[src/rtl/clken_pkg.sv]
// Shared types and helpers for the clken_synth enable synthesiser.
// Holds the config request record, channel-index width and legality rule.
package clken_pkg;

    localparam int ACC_W_DEF = 16;

    // Request record is sized for the widest legal build:
    // up to 8 channels and up to 32-bit ratios.
    localparam int REQ_CH_W  = 3;
    localparam int REQ_VAL_W = 32;

    typedef struct packed {
        logic [REQ_CH_W-1:0]  chan;
        logic [REQ_VAL_W-1:0] num;
        logic [REQ_VAL_W-1:0] den;
    } cfg_req_t;

    // Channel select width, never narrower than one bit.
    function automatic int ch_w(input int n);
        return (n <= 1) ? 1 : $clog2(n);
    endfunction

    // A ratio above one, a zero divisor or a missing
    // channel would make the accumulator meaningless.
    function automatic logic cfg_legal(
        input cfg_req_t r,
        input int       n
    );
        logic [31:0] nch;
        nch = n[31:0];
        return (r.den != '0) &&
               (r.num <= r.den) &&
               ({29'b0, r.chan} < nch);
    endfunction

endpackage

[src/rtl/clken_channel.sv]
// One fractional clock-enable channel: ce averages f_clk*num/den.
// Ports: clock_in/reset_n; run (locked), apply + apply_num/apply_den load a
// new ratio; hit = this edge pulses; num_zero = channel off; ce = pulse out;
// toggle (only with CLKEN_TOGGLE_EN) flips on every pulse.
module clken_channel
    import clken_pkg::*;
#(
    parameter int ACC_W       = ACC_W_DEF,
    parameter int DEFAULT_NUM = 1,
    parameter int DEFAULT_DEN = 5
) (
    input  logic             clock_in,
    input  logic             reset_n,
    input  logic             run,
    input  logic             apply,
    input  logic [ACC_W-1:0] apply_num,
    input  logic [ACC_W-1:0] apply_den,
    output logic             hit,
    output logic             num_zero,
`ifdef CLKEN_TOGGLE_EN
    output logic             toggle,
`endif
    output logic             ce
);

    logic [ACC_W-1:0] acc_q;
    logic [ACC_W-1:0] num_q;
    logic [ACC_W-1:0] den_q;
    logic [ACC_W:0]   sum;

    // One extra bit so acc+num never wraps.
    assign sum      = {1'b0, acc_q} + {1'b0, num_q};
    assign hit      = run && (sum >= {1'b0, den_q});
    assign num_zero = (num_q == '0);

    // acc stays below den, so sum-den and a
    // non-hitting sum both fit back in ACC_W.
    always_ff @(posedge clock_in or negedge reset_n) begin
        if (!reset_n) begin
            acc_q <= '0;
            num_q <= ACC_W'(DEFAULT_NUM);
            den_q <= ACC_W'(DEFAULT_DEN);
            ce    <= 1'b0;
        end else begin
            ce <= hit;
            if (apply) begin
                num_q <= apply_num;
                den_q <= apply_den;
                acc_q <= '0;
            end else if (hit) begin
                acc_q <= ACC_W'(sum - {1'b0, den_q});
            end else if (run) begin
                acc_q <= sum[ACC_W-1:0];
            end else begin
                acc_q <= '0;
            end
        end
    end

`ifdef CLKEN_TOGGLE_EN
    always_ff @(posedge clock_in or negedge reset_n) begin
        if (!reset_n) begin
            toggle <= 1'b0;
        end else if (hit) begin
            toggle <= ~toggle;
        end
    end
`endif

endmodule

[src/rtl/clken_synth.sv]
// Multi-channel fractional clock-enable synthesiser with startup lock.
// Ports: clock_in, reset_n (async low); cfg_valid/cfg_ready/cfg_chan/
// cfg_num/cfg_den config handshake, cfg_err reject pulse; ce_out per-channel
// enables; locked after LOCK_CYCLES edges. Define CLKEN_TOGGLE_EN to add
// clk_toggle, a per-channel square wave at half the enable rate.
// ACC_W must not exceed 32 and CHANNELS must be 1..8.
module clken_synth
    import clken_pkg::*;
#(
    parameter int  CHANNELS    = 2,
    parameter int  ACC_W       = ACC_W_DEF,
    parameter int  LOCK_CYCLES = 1024,
    parameter int  DEFAULT_NUM = 1,
    parameter int  DEFAULT_DEN = 5,
    localparam int CH_W        = ch_w(CHANNELS)
) (
    input  logic                clock_in,
    input  logic                reset_n,
    input  logic                cfg_valid,
    output logic                cfg_ready,
    input  logic [CH_W-1:0]     cfg_chan,
    input  logic [ACC_W-1:0]    cfg_num,
    input  logic [ACC_W-1:0]    cfg_den,
    output logic                cfg_err,
    output logic [CHANNELS-1:0] ce_out,
`ifdef CLKEN_TOGGLE_EN
    output logic [CHANNELS-1:0] clk_toggle,
`endif
    output logic                locked
);

    localparam int LCNT_W = $clog2(LOCK_CYCLES + 1);
    localparam logic [LCNT_W-1:0] LOCK_LAST = LCNT_W'(LOCK_CYCLES - 1);

    logic [LCNT_W-1:0]   lock_cnt_q;
    logic                pending_q;
    logic [CH_W-1:0]     pend_chan_q;
    logic [ACC_W-1:0]    pend_num_q;
    logic [ACC_W-1:0]    pend_den_q;

    cfg_req_t            req;
    logic                legal;
    logic                accept;
    logic [CHANNELS-1:0] apply;
    logic [CHANNELS-1:0] hit;
    logic [CHANNELS-1:0] num_zero;

    always_comb begin
        req      = '0;
        req.chan = REQ_CH_W'(cfg_chan);
        req.num  = REQ_VAL_W'(cfg_num);
        req.den  = REQ_VAL_W'(cfg_den);
    end

    assign legal     = cfg_legal(req, CHANNELS);
    assign accept    = cfg_valid && !pending_q;
    assign cfg_ready = !pending_q;

    // Lock counter stops once locked; locked is sticky until reset.
    always_ff @(posedge clock_in or negedge reset_n) begin
        if (!reset_n) begin
            lock_cnt_q <= '0;
            locked     <= 1'b0;
        end else if (!locked) begin
            if (lock_cnt_q == LOCK_LAST) begin
                locked <= 1'b1;
            end else begin
                lock_cnt_q <= lock_cnt_q + 1'b1;
            end
        end
    end

    // Single pending slot; a rejected request leaves it untouched.
    always_ff @(posedge clock_in or negedge reset_n) begin
        if (!reset_n) begin
            pending_q   <= 1'b0;
            pend_chan_q <= '0;
            pend_num_q  <= '0;
            pend_den_q  <= '0;
            cfg_err     <= 1'b0;
        end else begin
            cfg_err <= accept && !legal;
            if (|apply) begin
                pending_q <= 1'b0;
            end else if (accept && legal) begin
                pending_q   <= 1'b1;
                pend_chan_q <= cfg_chan;
                pend_num_q  <= cfg_num;
                pend_den_q  <= cfg_den;
            end
        end
    end

    // Swap ratios on a pulse edge so no period is cut short;
    // an idle or not-yet-running channel has no phase to keep.
    for (genvar g = 0; g < CHANNELS; g++) begin : g_ch
        assign apply[g] = pending_q &&
                          (pend_chan_q == CH_W'(g)) &&
                          (!locked || num_zero[g] || hit[g]);

        clken_channel #(
            .ACC_W       (ACC_W),
            .DEFAULT_NUM (DEFAULT_NUM),
            .DEFAULT_DEN (DEFAULT_DEN)
        ) u_ch (
            .clock_in  (clock_in),
            .reset_n   (reset_n),
            .run       (locked),
            .apply     (apply[g]),
            .apply_num (pend_num_q),
            .apply_den (pend_den_q),
            .hit       (hit[g]),
            .num_zero  (num_zero[g]),
`ifdef CLKEN_TOGGLE_EN
            .toggle    (clk_toggle[g]),
`endif
            .ce        (ce_out[g])
        );
    end

endmodule

[config.mk]
export PLATFORM = sky130hd
export DESIGN_NAME = clken_synth
export DESIGN_NICKNAME = d
export VERILOG_FILES = /design/src/rtl/clken_pkg.sv /design/src/rtl/clken_channel.sv /design/src/rtl/clken_synth.sv
export SDC_FILE = /design/constraint.sdc
export NUM_CORES = 1
export LEC_CHECK = 0
export ABC_CLOCK_PERIOD_IN_PS = 4450
export CORE_AREA = 2 2 166 168
export DETAILED_ROUTE_END_ITERATION = 12
export DIE_AREA = 0 0 168 170
export PLACE_DENSITY = 0.6
export SYNTH_ARGS = -nofsm -noshare
export SYNTH_HDL_FRONTEND = slang
export SYNTH_SLANG_ARGS = --single-unit
[constraint.sdc]
create_clock -name clock_in -period 4.45 [get_ports clock_in]
set_input_delay 0.445 -clock clock_in [delete_from_list [all_inputs] [get_ports clock_in]]
set_output_delay 0.445 -clock clock_in [all_outputs]
set_load 0.02 [all_outputs]
== Word level (Yosys, flattened, before mapping) ==
Index checks and enable logic that the tools add are counted.

* Logic and storage cells: 64
* Bits of input ports: 36
* Output and inout bits: 5
* Bits in registers: 145

* Muxes and demuxes: 10
* Reduce and logical (&&, ||, !) cells: 25
* Equal/unequal tests: 1
* $add $sub $neg: 5
* Magnitude comparators: 4
* Bitwise logic cells: 4

{| class="wikitable"
|+ Operators with widths
! cell !! count
|-
| 16-bit 2-to-1 mux || 6
|-
| 16-bit by 16-bit adder with 17-bit output || 2
|-
| 17-bit by 16-bit >= comparator with 1-bit output || 2
|-
| 16-bit logical NOT || 2
|-
| 32-bit nonzero test || 1
|-
| 16-bit subtractor || 2
|-
| 16-bit <= comparator || 1
|-
| 11-bit by 1-bit adder with 11-bit output, second input constant || 1
|-
| 11-bit by 10-bit equality test with 1-bit output, second input constant || 1
|-
| 1-bit logical AND || 11
|-
| 1-bit logical OR || 4
|-
| 1-bit 2-to-1 mux || 4
|-
| 1-bit inverter || 4
|-
| 2-bit AND reduction || 2
|-
| 1-bit logical NOT || 3
|-
| 1-bit by 2-bit less-than comparator with 1-bit output, second input constant || 1
|-
| 2-bit nonzero test || 1
|-
| 2-bit OR reduction || 1
|}

== Longest topological paths before layout ==
* Depth after elaboration: 8
* Depth in mapped cells: 21
* Gate-level depth less buffers: 18

== By module ==
Synthesis repeated with hierarchy kept, for this count alone.

* Cells, all modules: 938
* Area, all modules: 9,555.4 um^2

{| class="wikitable"
|+ Modules (own cells, without submodules)
! module !! cells each !! seq. area each (um^2) !! area each (um^2) !! instances
|-
| clken_channel (g_ch[1].u_ch) || 385 || 1,229.9 || 3,593.4 || 1
|-
| clken_channel (g_ch[0].u_ch) || 369 || 1,229.9 || 3,498.4 || 1
|-
| clken_synth || 184 || 1,176.1 || 2,463.6 || 1
|}

== Worst setup path after synthesis ==
No wires, ideal clock.

* Path type: register -> register
* From: reg g_ch[0].u_ch.num_q[1]
* To: reg g_ch[0].u_ch.den_q[10]
* Path buffers: 2
* Stages on the path, launching flop included: 20
* Setup slack: -357 ps
* Setup time: 125 ps
* Arrival: 4,683 ps
* Cell sequence: dfrtp_1 -> ha_1 -> a211oi_1 -> nor2_1 -> o221a_2 -> o311ai_0 -> a21oi_1 -> mux2_2 -> or2_2 -> ha_1 -> nand3_1 -> nor2_1 -> nand4_1 -> o31ai_1 -> a311oi_1 -> nor2b_1 -> buf_4 -> a31oi_2 -> buf_2 -> mux2_2

* Cells in the longest elaborated chain, start to end: 5
* Elaborated cells on any way between the ends: 7

{| class="wikitable"
|+ Ends and longest elaborated chain
! item !! line !! RTL
|-
| from (decl) || clken_channel.sv:27 || <nowiki>logic [ACC_W-1:0] num_q;</nowiki>
|-
| from (signal assigned) || clken_channel.sv:41 || <nowiki>num_q <= ACC_W'(DEFAULT_NUM);</nowiki>
|-
| from (signal assigned) || clken_channel.sv:47 || <nowiki>num_q <= apply_num;</nowiki>
|-
| 16-bit by 16-bit adder with 17-bit output || clken_channel.sv:32 || <nowiki>assign sum = {1'b0, acc_q} + {1'b0, num_q};</nowiki>
|-
| 17-bit by 16-bit >= comparator with 1-bit output || clken_channel.sv:33 || <nowiki>assign hit = run && (sum >= {1'b0, den_q});</nowiki>
|-
| 1-bit logical AND || clken_channel.sv:33 ||
|-
| 1-bit logical OR * || clken_synth.sv:99 || <nowiki>(!locked || num_zero[g] || hit[g]);</nowiki>
|-
| 1-bit logical AND * || clken_synth.sv:98 || <nowiki>(pend_chan_q == CH_W'(g)) &&</nowiki>
|-
| to (signal assigned) || clken_channel.sv:42 || <nowiki>den_q <= ACC_W'(DEFAULT_DEN);</nowiki>
|-
| to (signal assigned) || clken_channel.sv:48 || <nowiki>den_q <= apply_den;</nowiki>
|-
| to (decl) || clken_channel.sv:28 || <nowiki>logic [ACC_W-1:0] den_q;</nowiki>
|}

Every way passes the cells marked *; elsewhere a longest branch is shown, timed or not.
A chain may end at the register's enable or synchronous reset.

== Worst setup path after layout ==
* From: reg g_ch[1].u_ch.num_q[0]
* To: reg g_ch[1].u_ch.den_q[7]

* Cells in the longest elaborated chain, start to end: 5
* Elaborated cells on any way between the ends: 7

{| class="wikitable"
|+ Ends and longest elaborated chain
! item !! line
|-
| from (decl) || clken_channel.sv:27
|-
| from (signal assigned) || clken_channel.sv:41
|-
| from (signal assigned) || clken_channel.sv:47
|-
| 16-bit by 16-bit adder with 17-bit output || clken_channel.sv:32
|-
| 17-bit by 16-bit >= comparator with 1-bit output || clken_channel.sv:33
|-
| 1-bit logical AND || clken_channel.sv:33
|-
| 1-bit logical OR * || clken_synth.sv:99
|-
| 1-bit logical AND * || clken_synth.sv:98
|-
| to (signal assigned) || clken_channel.sv:42
|-
| to (signal assigned) || clken_channel.sv:48
|-
| to (decl) || clken_channel.sv:28
|}

Marked as above.

==> metrics.csv <==
stage,metric,value,unit
timing,grt_setup_unrepaired,yes,
layout,fin_area,12000,um2
placed_design,dp_hpwl,17600,um
timing,hold_viol,0,
run,maxCapViolations,0,
setup_path,crit_family,simple AND/OR/NAND/NOR gates,
drt,wl_met2,10800,um
setup_path,rr_endpoint,g_ch[1].u_ch.den_q[7],
global_route,grt_max_degree,90,
timing,skew,0.00867,ns
die,start_util,0.345,
die,dieWidth,168,um
pwr,power.density,770,nW/um2
pwr,power.total,9.21,mW
pwr,peakVddDrop,304,uV
drt,first_iter_violations,423,
setup_path,cp-startpoint,g_ch[1].u_ch.num_q[0],
timing,worst_hold_slack,0.0727,ns
setup_path,r2r-start,g_ch[1].u_ch.num_q[0],
setup_path,required,4.75,ns
clock_network,cts-buffers-inserted,17,
drt,vias_per_cell,5.28,
die,dieArea,28600,um2
timing,drv_slew,0,
timing,fmax,222,MHz
drt,detail-route-antenna-nets,0,
placed_design,io_buffers,40,
setup_path,slowest_delay,0.56,ns
synthesis,syn_area,9200,um2
setup_path,worstPathArrival,4.80,ns
global_route,grt_pass1_vias,7071,
setup_path,cp_cell_sequence,"ha_4, inv_2, fa_2, nor2b_2, o31a_1, buf_4, o21a_1, nor2_2, xnor2_1, ha_2, or4_1, o22a_1, and3_1, or4_4, a21oi_4, buf_12, a21o_4, mux2_1",
clock_network,cts_root_buffer,clkbuf_16,
synthesis,async_flop_share,1.00,
setup_path,start_kind,flip-flop,
die,pin_count,41,
min_path,hold_class,primary input to async pin,
clock_network,clock_sinks,145,
die,core,26700,um2
die,fp-row-count,60,
layout,fin_util,0.449,
layout,drive_gt1_frac,0.270,
clock_network,clk_pin_slew,0.06,ns
global_route,grt_antenna_before_repair,0,
pwr,power_leakage,5.60,nW
die,die_height,170,um
setup_path,cp-end-kind,flip-flop,
synthesis,synth.distinct_cells,64,
drt,routedWlPerCell,17.9,um
status,status,finished with violations,
setup_path,crit_fanout,9,
clock_network,cts_tree,done,
drt,wl_met1,12500,um
setup_path,cp_slowest_cell,or4_4,
global_route,overflow,0,
drt,wl,24700,um
synthesis,synth_nets,1015,
timing,setup_violations,49,
synthesis,syn-instance-count,894,
drt,top_layer_used,met4,
clock_network,insertion_delay,0.42,ns
timing,finalCritPeriodShare,1.01,
clock_network,htree_levels,4,
timing,tns,-1.14,ns
clock_network,clockBufferDepth,2,
synthesis,synth_seq_area_share,0.395,
global_route,grt_pass1_wl,38300,um
synthesis,synth_seq_cells,145,
setup_path,rrSetupSlack,-0.05,ns
setup_path,crit_type,flip-flop to flip-flop,
layout,final_nets,1149,
drt,drc,0,
timing,tightest_slew,0.878,ns
timing,min_period,4.50,ns
drt,dr.pass1.iters,5,
timing,setup_slack,-0.0475,ns
global_route,grt_usage,0.173,
placed_design,place_area,10500,um2
synthesis,avgSynthCellArea,10.3,um2
status,failed_checks,negative setup slack,
setup_path,rr_worst_depth,18,
drt,wl_met3,955,um
layout,areaGrowthSynthToFinish,30.1,%
placed_design,place.gp.congestion,0.857,
drt,num_vias,7292,
synthesis,yosys_most_used_dff,dfrtp_1,
synthesis,yosys_warnings,0,
setup_path,critPathBufInv,3,
synthesis,synth_edf_count,0,
timing,slew_headroom,0.407,
layout,diodes,0,
-- sequential cells by signal (all words and copies together), names as in the netlist --
register / cells
pend_chan_q: 1
lock_cnt_q: 11
g_ch.u_ch.acc_q: 32
cfg_err: 1
g_ch.u_ch.den_q: 32
pending_q: 1
g_ch.u_ch.ce: 2
locked: 1
g_ch.u_ch.num_q: 32
pend_num_q: 16
pend_den_q: 16
-- repair_timing --
action                                 CTS  global route
gates resized for setup                 32           109
hold buffers                             0             0
pin swaps                               20            43
setup endpoints to repair               96            98
setup buffers                            9            12
endpoints found under the hold margin    0             0
gates cloned                             6             3
-- area by class of cell --
type,instances,area [um2]
fillers,2444,14700
multi-input cells,663,5740
well taps,341,427
clock buffers,21,460
inverters,69,262
clock inverters,11,153
flip-flops and latches,145,3640
repair buffers,132,1280
-- layer usage --
layer	GRT usage	vias to the layer above
li1	-	3487
met1	0.250	3619
met2	0.266	154
met3	0.0277	32
met4	0.0541	0
met5	0	-
-- placed cells by master (no fill, tap or decap), drive strengths merged, types with 4 or more instances in the layout --
cell type,instances
dfrtp,139
mux2,99
buf,91
ha,81
nor2,76
inv,72
nand2,46
a21oi,45
clkdlybuf4s50,39
xnor2,34
o21ai,28
a21o,23
clkbuf,23
nor3,22
mux2i,18
o21a,17
nor4,16
xor2,16
a211oi,16
nor2b,14
nand4,11
nand2b,9
o211ai,7
and3,7
nand3,7
dfstp,6
a31oi,6
o31a,5
a211o,5
or3,5
and2,4
fa,4
-- logic make-up after synthesis --
logic type	count (synthesis)	synth area share
and+or+nand+nor	228	0.120
AOI/OAI and AO/OA	180	0.135
DFF	145	0.395
muxes	117	0.141
buffers and inverters	89	0.0422
adders and majority gates	85	0.119
xor gates and xnor gates	50	0.0476
-- cells in the mapped netlist, drive strengths merged, types with 8 or more instances --
library cell / number / area (um2)
dfrtp: 139 / 3480
mux2: 99 / 1110
ha: 81 / 1010
nor2: 76 / 285
inv: 69 / 259
nand2: 46 / 173
a21oi: 45 / 236
xnor2: 34 / 298
o21ai: 28 / 140
nor3: 22 / 110
a21o: 20 / 158
mux2i: 18 / 180
o21a: 17 / 128
a211oi: 16 / 120
nor4: 16 / 100
xor2: 16 / 140
nor2b: 14 / 87.6
buf: 12 / 98.8
nand4: 11 / 68.8
nand2b: 9 / 56.3
clkbuf: 8 / 30.0
-- worst max path at each step --
stage,slack (ns),endpoint,depth (start not counted)
after floorplan,0.01,g_ch[1].u_ch.den_q[10],19
after global placement,-0.26,g_ch[1].u_ch.den_q[15],18
after detailed placement,-0.33,g_ch[1].u_ch.den_q[5],18
after CTS,0.002,g_ch[1].u_ch.num_q[15],20
after global routing,-0.22,g_ch[1].u_ch.den_q[14],19
final,-0.05,g_ch[1].u_ch.den_q[7],18
-- report_power, final --
group / internal [mW] / total, mW / switching [mW] / leakage, nW
clock network: 0.917 / 1.48 / 0.565 / 0.296
logic: 2.86 / 5.63 / 2.77 / 3.51
registers: 1.74 / 2.10 / 0.357 / 1.79
-- metrics by stage --
| step | instances | setup slack, ns |
|---|---|---|
| finish | 1382 | -0.0475 |
| global route | 1382 | -0.218 |
| CTS | 1369 | 0.00235 |
| detailed placement | 1322 | -0.334 |
| global placement | 1322 | -0.255 |
| floorplan | 894 | 0.0117 |
Note: power is estimated with default switching activity, not from simulation.
